[config.mk]
export PLATFORM = sky130hd
export DESIGN_NAME = regfile_arbiter
export DESIGN_NICKNAME = d
export VERILOG_FILES = /design/src/rtl/regfile_arbiter.sv
export SDC_FILE = /design/constraint.sdc
export NUM_CORES = 1
export LEC_CHECK = 0
export CAP_MARGIN = 20
export CORE_ASPECT_RATIO = 0.6
export CORE_MARGIN = 2
export CORE_UTILIZATION = 30
export CTS_CLUSTER_DIAMETER = 150
export DETAILED_ROUTE_END_ITERATION = 8
export MAX_ROUTING_LAYER = met4
export PLACE_DENSITY = 0.72
export SLEW_MARGIN = 10
export SYNTH_ARGS = -nofsm -noshare
export SYNTH_HDL_FRONTEND = slang
export SYNTH_SLANG_ARGS = --single-unit
[constraint.sdc]
create_clock -name clk -period 2.56 [get_ports clk]
set_input_delay 0.512 -clock clk [delete_from_list [all_inputs] [get_ports clk]]
set_output_delay 0.512 -clock clk [all_outputs]
set_load 0.01 [all_outputs]
[src/rtl/regfile_arbiter.sv]
// Two-requester round-robin sequencer for a 32x16 sync register file.
// Each granted transaction does two reads plus an optional write and returns the read data with a done pulse.
module regfile_arbiter #(
  parameter int unsigned DATA_W = 16,
  parameter int unsigned ADDR_W = 5
) (
  input  logic              clk,
  input  logic              rst,
  input  logic              req0,
  input  logic [ADDR_W-1:0] ra0,
  input  logic [ADDR_W-1:0] rb0,
  input  logic [ADDR_W-1:0] rw0,
  input  logic              we0,
  input  logic [DATA_W-1:0] wd0,
  output logic              gnt0,
  output logic              done0,
  output logic [DATA_W-1:0] rda0,
  output logic [DATA_W-1:0] rdb0,
  input  logic              req1,
  input  logic [ADDR_W-1:0] ra1,
  input  logic [ADDR_W-1:0] rb1,
  input  logic [ADDR_W-1:0] rw1,
  input  logic              we1,
  input  logic [DATA_W-1:0] wd1,
  output logic              gnt1,
  output logic              done1,
  output logic [DATA_W-1:0] rda1,
  output logic [DATA_W-1:0] rdb1,
  output logic [ADDR_W-1:0] rf_Ra,
  output logic [ADDR_W-1:0] rf_Rb,
  output logic [ADDR_W-1:0] rf_Rw,
  output logic              rf_WrEn,
  output logic [DATA_W-1:0] rf_busW,
  input  logic [DATA_W-1:0] rf_busA,
  input  logic [DATA_W-1:0] rf_busB,
  output logic              busy
);

  localparam logic [1:0] S_IDLE    = 2'd0;
  localparam logic [1:0] S_ISSUE   = 2'd1;
  localparam logic [1:0] S_CAPTURE = 2'd2;
  localparam logic [1:0] S_DONE    = 2'd3;

  logic [1:0] state;
  logic [1:0] state_nx;
  logic       ptr;
  logic       win;
  logic       grant_c;
  logic       pick_c;

  // Next state and winner selection; the pointer only breaks ties.
  always_comb begin
    state_nx = state;
    grant_c  = 1'b0;
    pick_c   = 1'b0;
    case (state)
      S_IDLE: begin
        if (req0 || req1) begin
          grant_c  = 1'b1;
          pick_c   = (req0 && req1) ? ptr : req1;
          state_nx = S_ISSUE;
        end
      end
      S_ISSUE:   state_nx = S_CAPTURE;
      S_CAPTURE: state_nx = S_DONE;
      S_DONE:    state_nx = S_IDLE;
      default:   state_nx = S_IDLE;
    endcase
  end

  always_ff @(posedge clk or negedge rst) begin
    if (!rst) begin
      state <= S_IDLE;
    end else begin
      state <= state_nx;
    end
  end

  // Grant, done, busy and round-robin pointer.
  always_ff @(posedge clk or negedge rst) begin
    if (!rst) begin
      busy  <= 1'b0;
      gnt0  <= 1'b0;
      gnt1  <= 1'b0;
      done0 <= 1'b0;
      done1 <= 1'b0;
      win   <= 1'b0;
      ptr   <= 1'b0;
    end else begin
      busy  <= (state_nx != S_IDLE);
      done0 <= 1'b0;
      done1 <= 1'b0;
      if (grant_c) begin
        win  <= pick_c;
        gnt0 <= ~pick_c;
        gnt1 <= pick_c;
      end
      if (state == S_CAPTURE) begin
        done0 <= ~win;
        done1 <= win;
      end
      if (state == S_DONE) begin
        gnt0 <= 1'b0;
        gnt1 <= 1'b0;
        ptr  <= ~win;
      end
    end
  end

  // The register-file port registers double as the latched copy of the winner's request.
  always_ff @(posedge clk or negedge rst) begin
    if (!rst) begin
      rf_Ra   <= '0;
      rf_Rb   <= '0;
      rf_Rw   <= '0;
      rf_busW <= '0;
      rf_WrEn <= 1'b0;
    end else begin
      rf_WrEn <= 1'b0;
      if (grant_c) begin
        rf_Ra   <= pick_c ? ra1 : ra0;
        rf_Rb   <= pick_c ? rb1 : rb0;
        rf_Rw   <= pick_c ? rw1 : rw0;
        rf_busW <= pick_c ? wd1 : wd0;
        rf_WrEn <= pick_c ? we1 : we0;
      end
    end
  end

  // Read buses are valid during CAPTURE; only the winner's outputs are updated.
  always_ff @(posedge clk or negedge rst) begin
    if (!rst) begin
      rda0 <= '0;
      rdb0 <= '0;
      rda1 <= '0;
      rdb1 <= '0;
    end else if (state == S_CAPTURE) begin
      if (win) begin
        rda1 <= rf_busA;
        rdb1 <= rf_busB;
      end else begin
        rda0 <= rf_busA;
        rdb0 <= rf_busB;
      end
    end
  end

endmodule

==> results.md, run 1 <==
* Period utilisation layout at 0.705
* Async SR Flop Fraction at 1.00
* Layout cells sized above 1 at 0.165
* Initial antenna violation count at 0
* Die area at roughly 16000 sq um
* Worst EP arrival at 1290 ps
* Crit path max-delay family: buffers and inverters
* Worst path depth at 1
* Syn_nets at 455
* Clk slew on worst S/H paths at 80 ps
* Routed len/inst at between 15 and 20 microns
* Fmax at 554 MHz
* Routability cong. at 0.778
* Worst path cell trace: clkdlybuf4s50_1
* Area occupied by multi-input gates at 1640 sq um
* # port buffers at 200
* GR Util All Layers at 0.149
* CORE AREA at 14500 sq um
* Worst Path Max Fanout at 2
* P_leak at approximately 2.7 nW
* Post-CTS sizing at 0
* Met1 Usage GRT at 0.192
* Clk buf depth at 2
* Routed wire length at about 11 mm
* GR peak layer: met2
* Logic pwr share at 0.488
* CP Launch Type: register
* R2r startpoint: state[0]$_DFF_PN0_
* Starting DRT DRC Count at ~140
* Clock network fraction of design power at 0.157
* Latest clock arrival within the worst-skew pair at about 340 ps
* TritonCTS Buffers at 9
* CTS tree: yes
* Most used DFF post-synth: dfrtp_1
* Rows at 34
* Area grow syn2layout at 55.6%
* DP HPWL at approximately 8.3 mm
* Max Slew Vio Count at 0
* Final hold vios at 0
* Largest net degree at the start of global routing at 67
* Detailed Routing Iterations Pass 1 at 4
* Synth unique cells at 20
* GR Overflow Total at 0
* Vias in the first global route at 3442
* Post-CTS Hold Buffers at 0
* Worst Setup Path Type: reg -> out
* Initial Utilization at 0.307
* Filler instances at 1278
* Post-CTS Setup Inserts at 0
* # IOs at 201
* Switch Pwr at ~0.0028 W
* FF-to-FF path depth at 5
* Max VDD drop at 0.792 mV
* Largest family of logic cells by synthesized area: multiplexers
* Slowest-stage cell, CP: clkdlybuf4s50_1
* Post-synthesis sequential area ratio at 0.592
* Synth Area in Compound Gates at 0.0871
* XOR/XNOR share of the synthesized area at 0
* Vias at 3452
* CP Capture Type: primary output
* Flop pwr share at 0.355
* Post-synth EDFFs at 0
* RSZ-0062 raised after global routing: false
* CP Buf/Inv Count at 1
* Vias/cell at 4.64
* Global-route wire length before repair at 18.0 mm
* Post-synthesis simple-gate area fraction at 0.107
* Crit-path max cell delay at 590 ps
* M3 GR Usage at 0.0450
* DRC viols at 0
* Multiplexer share of the synthesized area at 0.162
* MaxCap Viol Count at 0
* Pwr Density at 1210 nW/um^2
* Die width at 161 microns
* Clock root buffer: clkbuf_16
* Cell-internal power at 0.00558 W
* Netlist Area Pre-Place at 4440 sq um
* Synth Area in Adders at 0.0113
* WP data required at 2050 ps
* Post-Route Skew at 6.79 ps
* Max transition margin at 0.565
* R2r setup slk at 760 ps
* Final nets at between 600 and 700
* Yosys warns at 0
* Storage cell area at 2630 sq um
* Tightest Pin Transition at 653 ps
* Yosys reg bits at approximately 110
* Average size of a mapped cell at 12.7 sq um
* Ant diodes at 0
* Net Sw Frac at 0.331
* Mapped Cells at approximately 350
* Routed Antenna Nets at 0
* Reg-to-Reg End: rda0[7]$_DFFE_PN0P_
* Die Y at 98.2 microns
* Met2 Resource Use GR at 0.235
* Min Tclk post-route at about 1800 ps
* H-tree Lvls at 3
* Status: completed
* CTS Sinks at 105
* Setup-failing EPs final at 0
* Power Total at 0.00833 W
* Fin Setup TNS at 0 ps
* Min-Delay Path Class: in -> async
state kept, by name, summed over array words and instances (netlist names), 2 cells and up:
register / count
rda0: 16
rda1: 16
rdb0: 16
rdb1: 16
rf_busW: 16
rf_Ra: 5
rf_Rb: 5
rf_Rw: 5
state: 2
worst max path at each step:
stage	start	endpoint
after floorplan	state[0]$_DFF_PN0_	rda0[0]$_DFFE_PN0P_
after CTS	rf_Ra[3]$_DFFE_PN0P_	rf_Ra[3]
after global routing	state[0]$_DFF_PN0_	rdb0[0]$_DFFE_PN0P_
final	rf_Ra[3]$_DFFE_PN0P_	rf_Ra[3]
after detailed placement	req0	rf_Rb[2]$_DFFE_PN0P_
after global placement	req0	rf_Rb[1]$_DFFE_PN0P_
routing by layer:
metal	part of all wire	wire length, microns
met4	0.0094	108
met5	0	0
met3	0.059	679
met1	0.47	5350
met2	0.47	5350
synthesized netlist by cell type (3+ instances only):
cell type,n,share of area
dfrtp_1,105,0.59
mux2_2,60,0.15
nor2_1,35,0.030
o21ai_0,33,0.037
or3b_1,32,0.063
a31oi_1,31,0.044
clkbuf_1,12,0.010
buf_2,9,0.010
buf_6,7,0.018
a21oi_1,4,0.0045
ha_1,4,0.011
mux2_1,4,0.010
nand2_1,4,0.0034
inv_1,3,0.0025
power by group through the flow:
stage | clock network, W | logic [W] | registers, W
2_1_floorplan | 0 | 0.00157 | 0.00332
3_5_place_dp | 0 | 0.00412 | 0.00299
3_3_place_gp | 0 | 0.00404 | 0.00294
6_report | 0.00131 | 0.00407 | 0.00295
5_1_grt | 0.00145 | 0.00437 | 0.00308
4_1_cts | 0.00137 | 0.00413 | 0.00297
final cells by class:
class,count,area share
Clock buffer,9,0.0326
Sequential cell,105,0.380
Clock inverter,7,0.00779
Timing Repair Buffer,207,0.304
Inverter,3,0.00163
Multi-Input combinational cell,215,0.238
Tap cell,198,0.0359
metrics by stage:
step / hold slack, ps / utilization / cells / setup slack, ps / cell area, sq um
2_1_floorplan: 216 / - / 351 / 990 / 4440
3_3_place_gp: 471 / 0.458 / 728 / 629 / 6630
3_5_place_dp: 484 / 0.458 / 728 / 528 / 6630
4_1_cts: 218 / 0.478 / 744 / 727 / 6910
5_1_grt: 227 / 0.478 / 744 / 634 / 6910
6_report: 192 / 0.478 / 744 / 755 / 6910
layout by cell type, fill, tap and decap left out, drive strengths merged:
master	netlist	final
inv	3	6
a21oi	4	4
nand2	5	5
mux2	64	64
or2	2	2
clkinv	0	2
ha	4	4
or3b	32	32
nor3	2	2
o21a	1	1
buf	16	8
dfrtp	105	105
a31oi	31	31
clkdlybuf4s50	0	199
nor2b	2	2
clkbuf	12	9
nor2	35	35
o21ai	33	33
clkinvlp	0	2
cells by family after synthesis:
| logic type | Yosys count |
|---|---|
| AND/OR/NAND/NOR | 78 |
| flip-flops | 105 |
| AO/OA/AOI/OAI | 69 |
| multiplexers | 64 |
| buffers and inverters | 31 |
| adder cells (fa/ha/maj) | 4 |
(Power assumes the default switching activity.)
==> inputs of run 2 (changes only) <==
- clock period: 2.56 -> 1.76 ns (I/O delays scaled with it)
==> run 2 against run 1 <==
Against the previous run: clock skew down 2.6 ps; combinational power rose by 49%; setup slack worse by 640 ps; final area grew 2.4%; sequential cell count did not move; core utilization up 1.1 points; critical path depth stayed put; routed wire length increased by 1.8%; highest routed layer unchanged; final cell count is 1.1% higher; largest cell class unchanged; first-iteration DRC count shrank 15%; non-clock buffer count grew 9.
==> results.md, run 2 (synthesis gave the netlist of run 1 again) <==
* Status: completed
* Pwr Density at 1780 nW/um^2
* Final hold vios at 0
* Worst path cell trace: clkdlybuf4s50_1
* CP Buf/Inv Count at 1
* CTS tree: yes
* CTS Sinks at 105
* Fmax at just over 600 MHz
* Dpl cell area at ~6700 sq um
* Vias/cell at about 4.6
* Initial antenna violation count at 0
* Latest clock arrival within the worst-skew pair at 340 ps
* Routed wire length at 11.7 mm
* MaxCap Viol Count at 0
* Worst path depth at 1
* Filler instances at 1277
* Period utilisation layout at 0.937
* DRC viols at 0
* Detailed Routing Iterations Pass 1 at 6
* Vias at about 3400
* Vias in the first global route at 3577
* R2r setup slk at 150 ps
* Logic pwr share at 0.481
* GR peak layer: met2
* Max transition margin at 0.721
* Crit-path max cell delay at 600 ps
* DP HPWL at a little under 9 mm
* Final instance area at 7070 sq um
* Clock network fraction of design power at 0.177
* CORE AREA at 14500 sq um
* CP Capture Type: primary output
* Met2 Resource Use GR at 0.253
* FF-to-FF path depth at 5
* Worst hold margin at 486 ps
* Tightest Pin Transition at between 400 and 500 ps
* Setup ws final at 111 ps
* CP Launch Type: register
* Final nets at approximately 650
* Reg-to-Reg End: rdb0[0]$_DFFE_PN0P_
* # port buffers at 200
* TritonCTS Buffers at 9
* Met1 Usage GRT at 0.192
* Most frequent cells in the layout: 199 x clkdlybuf4s50_1, 105 x dfrtp_1, 60 x mux2_2, 35 x nor2_1, 33 x o21ai_0
* GR Overflow Total at 0
* Most common cell after layout, fill and taps aside: clkdlybuf4s50_1
* Setup-failing EPs final at 0
* Layout cells sized above 1 at 0.177
* Min-Delay Path Class: reg -> reg
* Largest net degree at the start of global routing at 47
* Cell-internal power at ~0.0086 W
* R2r startpoint: state[0]$_DFF_PN0_
* Ant diodes at 0
* Routed len/inst at around 16 microns
* Worst Path Max Fanout at 2
* Switch Pwr at 0.00396 W
* Crit path capture: rf_Rb[3]
* Global-route wire length before repair at 18.7 mm
* Rows at 34
* Crit path max-delay family: buffers and inverters
* Routability cong. at 0.815
* Die area at 15800 sq um
* # IOs at around 200
* GR Util All Layers at 0.155
* Setup WS pre-CTS at -43.1 ps
* Clk buf depth at 2
* Starting DRT DRC Count at 117
* Die width at 161 microns
* Max VDD drop at between 0.7 and 0.8 mV
* P_leak at 2.82 nW
* Slowest-stage cell, CP: clkdlybuf4s50_1
* Area grow syn2layout at 59.3%
* Routed Antenna Nets at 0
* RSZ-0062 raised after global routing: false
* Min Tclk post-route at 1650 ps
* H-tree Lvls at 3
* Flop pwr share at 0.342
* Clk slew on worst S/H paths at 70 ps
* M3 GR Usage at 0.0459
* Worst Setup SP: rf_Rb[3]$_DFFE_PN0P_
* Post-Route Skew at roughly 4.2 ps
* Initial Utilization at 0.307
* WP data required at 1410 ps
* Post-CTS Setup Inserts at 0
* Worst EP arrival at 1300 ps
* Net Sw Frac at 0.314
* Worst Setup Path Type: reg -> out
* Die Y at 98.2 microns
* Clock root buffer: clkbuf_16
* Max Slew Vio Count at 0
==> run 2: cell count changes in the layout (fill, tap and decap cells not counted), sizes merged <==
| cell | previous run | this run |
|---|---|---|
| clkbuf | 9 | 10 |
| inv | 6 | 3 |
| bufinv | 0 | 3 |
| buf | 8 | 16 |
| clkinv | 2 | 0 |
| dlygate4sd3 | 0 | 1 |
==> run 2: repair_timing <==
item	CTS	global route
hold buffers	1	0
hold endpoints to repair	27	0
gates resized for setup	0	2
setup endpoints to repair	0	13
==> run 2: worst min path at each step <==
stage | startpoint | endpoint | slack, ps | depth (start not counted)
final | rda0[10]$_DFFE_PN0P_ | rda0[10]$_DFFE_PN0P_ | 490 | 1
after global routing | rdb0[15]$_DFFE_PN0P_ | rdb0[15]$_DFFE_PN0P_ | 520 | 1
after CTS | rda0[10]$_DFFE_PN0P_ | rda0[10]$_DFFE_PN0P_ | 490 | 1
after detailed placement | rst | done0$_DFF_PN0_ | 320 | 1
after global placement | rst | rda0[10]$_DFFE_PN0P_ | 320 | 1
after floorplan | rst | busy$_DFF_PN0_ | 60 | 0
==> run 2: stage by stage <==
step | total power [W] | instances | setup TNS [ps] | util
2_1_floorplan | 0.00712 | 351 | 0 | -
3_3_place_gp | 0.0103 | 736 | 0 | 0.465
3_5_place_dp | 0.0105 | 736 | -474 | 0.465
4_1_cts | 0.0128 | 752 | 0 | 0.489
5_1_grt | 0.0134 | 752 | 0 | 0.489
6_report | 0.0126 | 752 | 0 | 0.489
==> run 2: power by group through the flow <==
stage / clock network, W / logic [W] / registers, W
after floorplan: 0 / 0.00229 / 0.00483
after global placement: 0 / 0.00598 / 0.00429
after detailed placement: 0 / 0.00614 / 0.00436
after CTS: 0.00232 / 0.00616 / 0.00433
after global routing: 0.00242 / 0.00651 / 0.00449
final: 0.00223 / 0.00605 / 0.00431
==> run 2: cell type report <==
type | count | area (sq um) | area share
clock buffers | 10 | 229 | 0.0324
clock inverters | 5 | 105 | 0.0149
inverters | 3 | 11.3 | 0.00159
multi-input cells | 215 | 1640 | 0.232
flip-flops and latches | 105 | 2630 | 0.371
well taps | 198 | 248 | 0.0350
repair buffers | 216 | 2210 | 0.312
==> run 2: routing by layer <==
metal  part of all wire  routed length, microns  up-vias
li1                   -                       -     1649
met1               0.45                    5250     1666
met2               0.49                    5690      115
met3              0.057                     669        8
met4             0.0067                      78        0
met5                  0                       0        -
==> inputs of run 3 (changes only) <==
- ABC_CLOCK_PERIOD_IN_PS: not set -> 1760
- GPL_ROUTABILITY_DRIVEN: not set -> 1
==> results of run 3 <==
Final layout, timing and power as in run 2 (identical DEF).
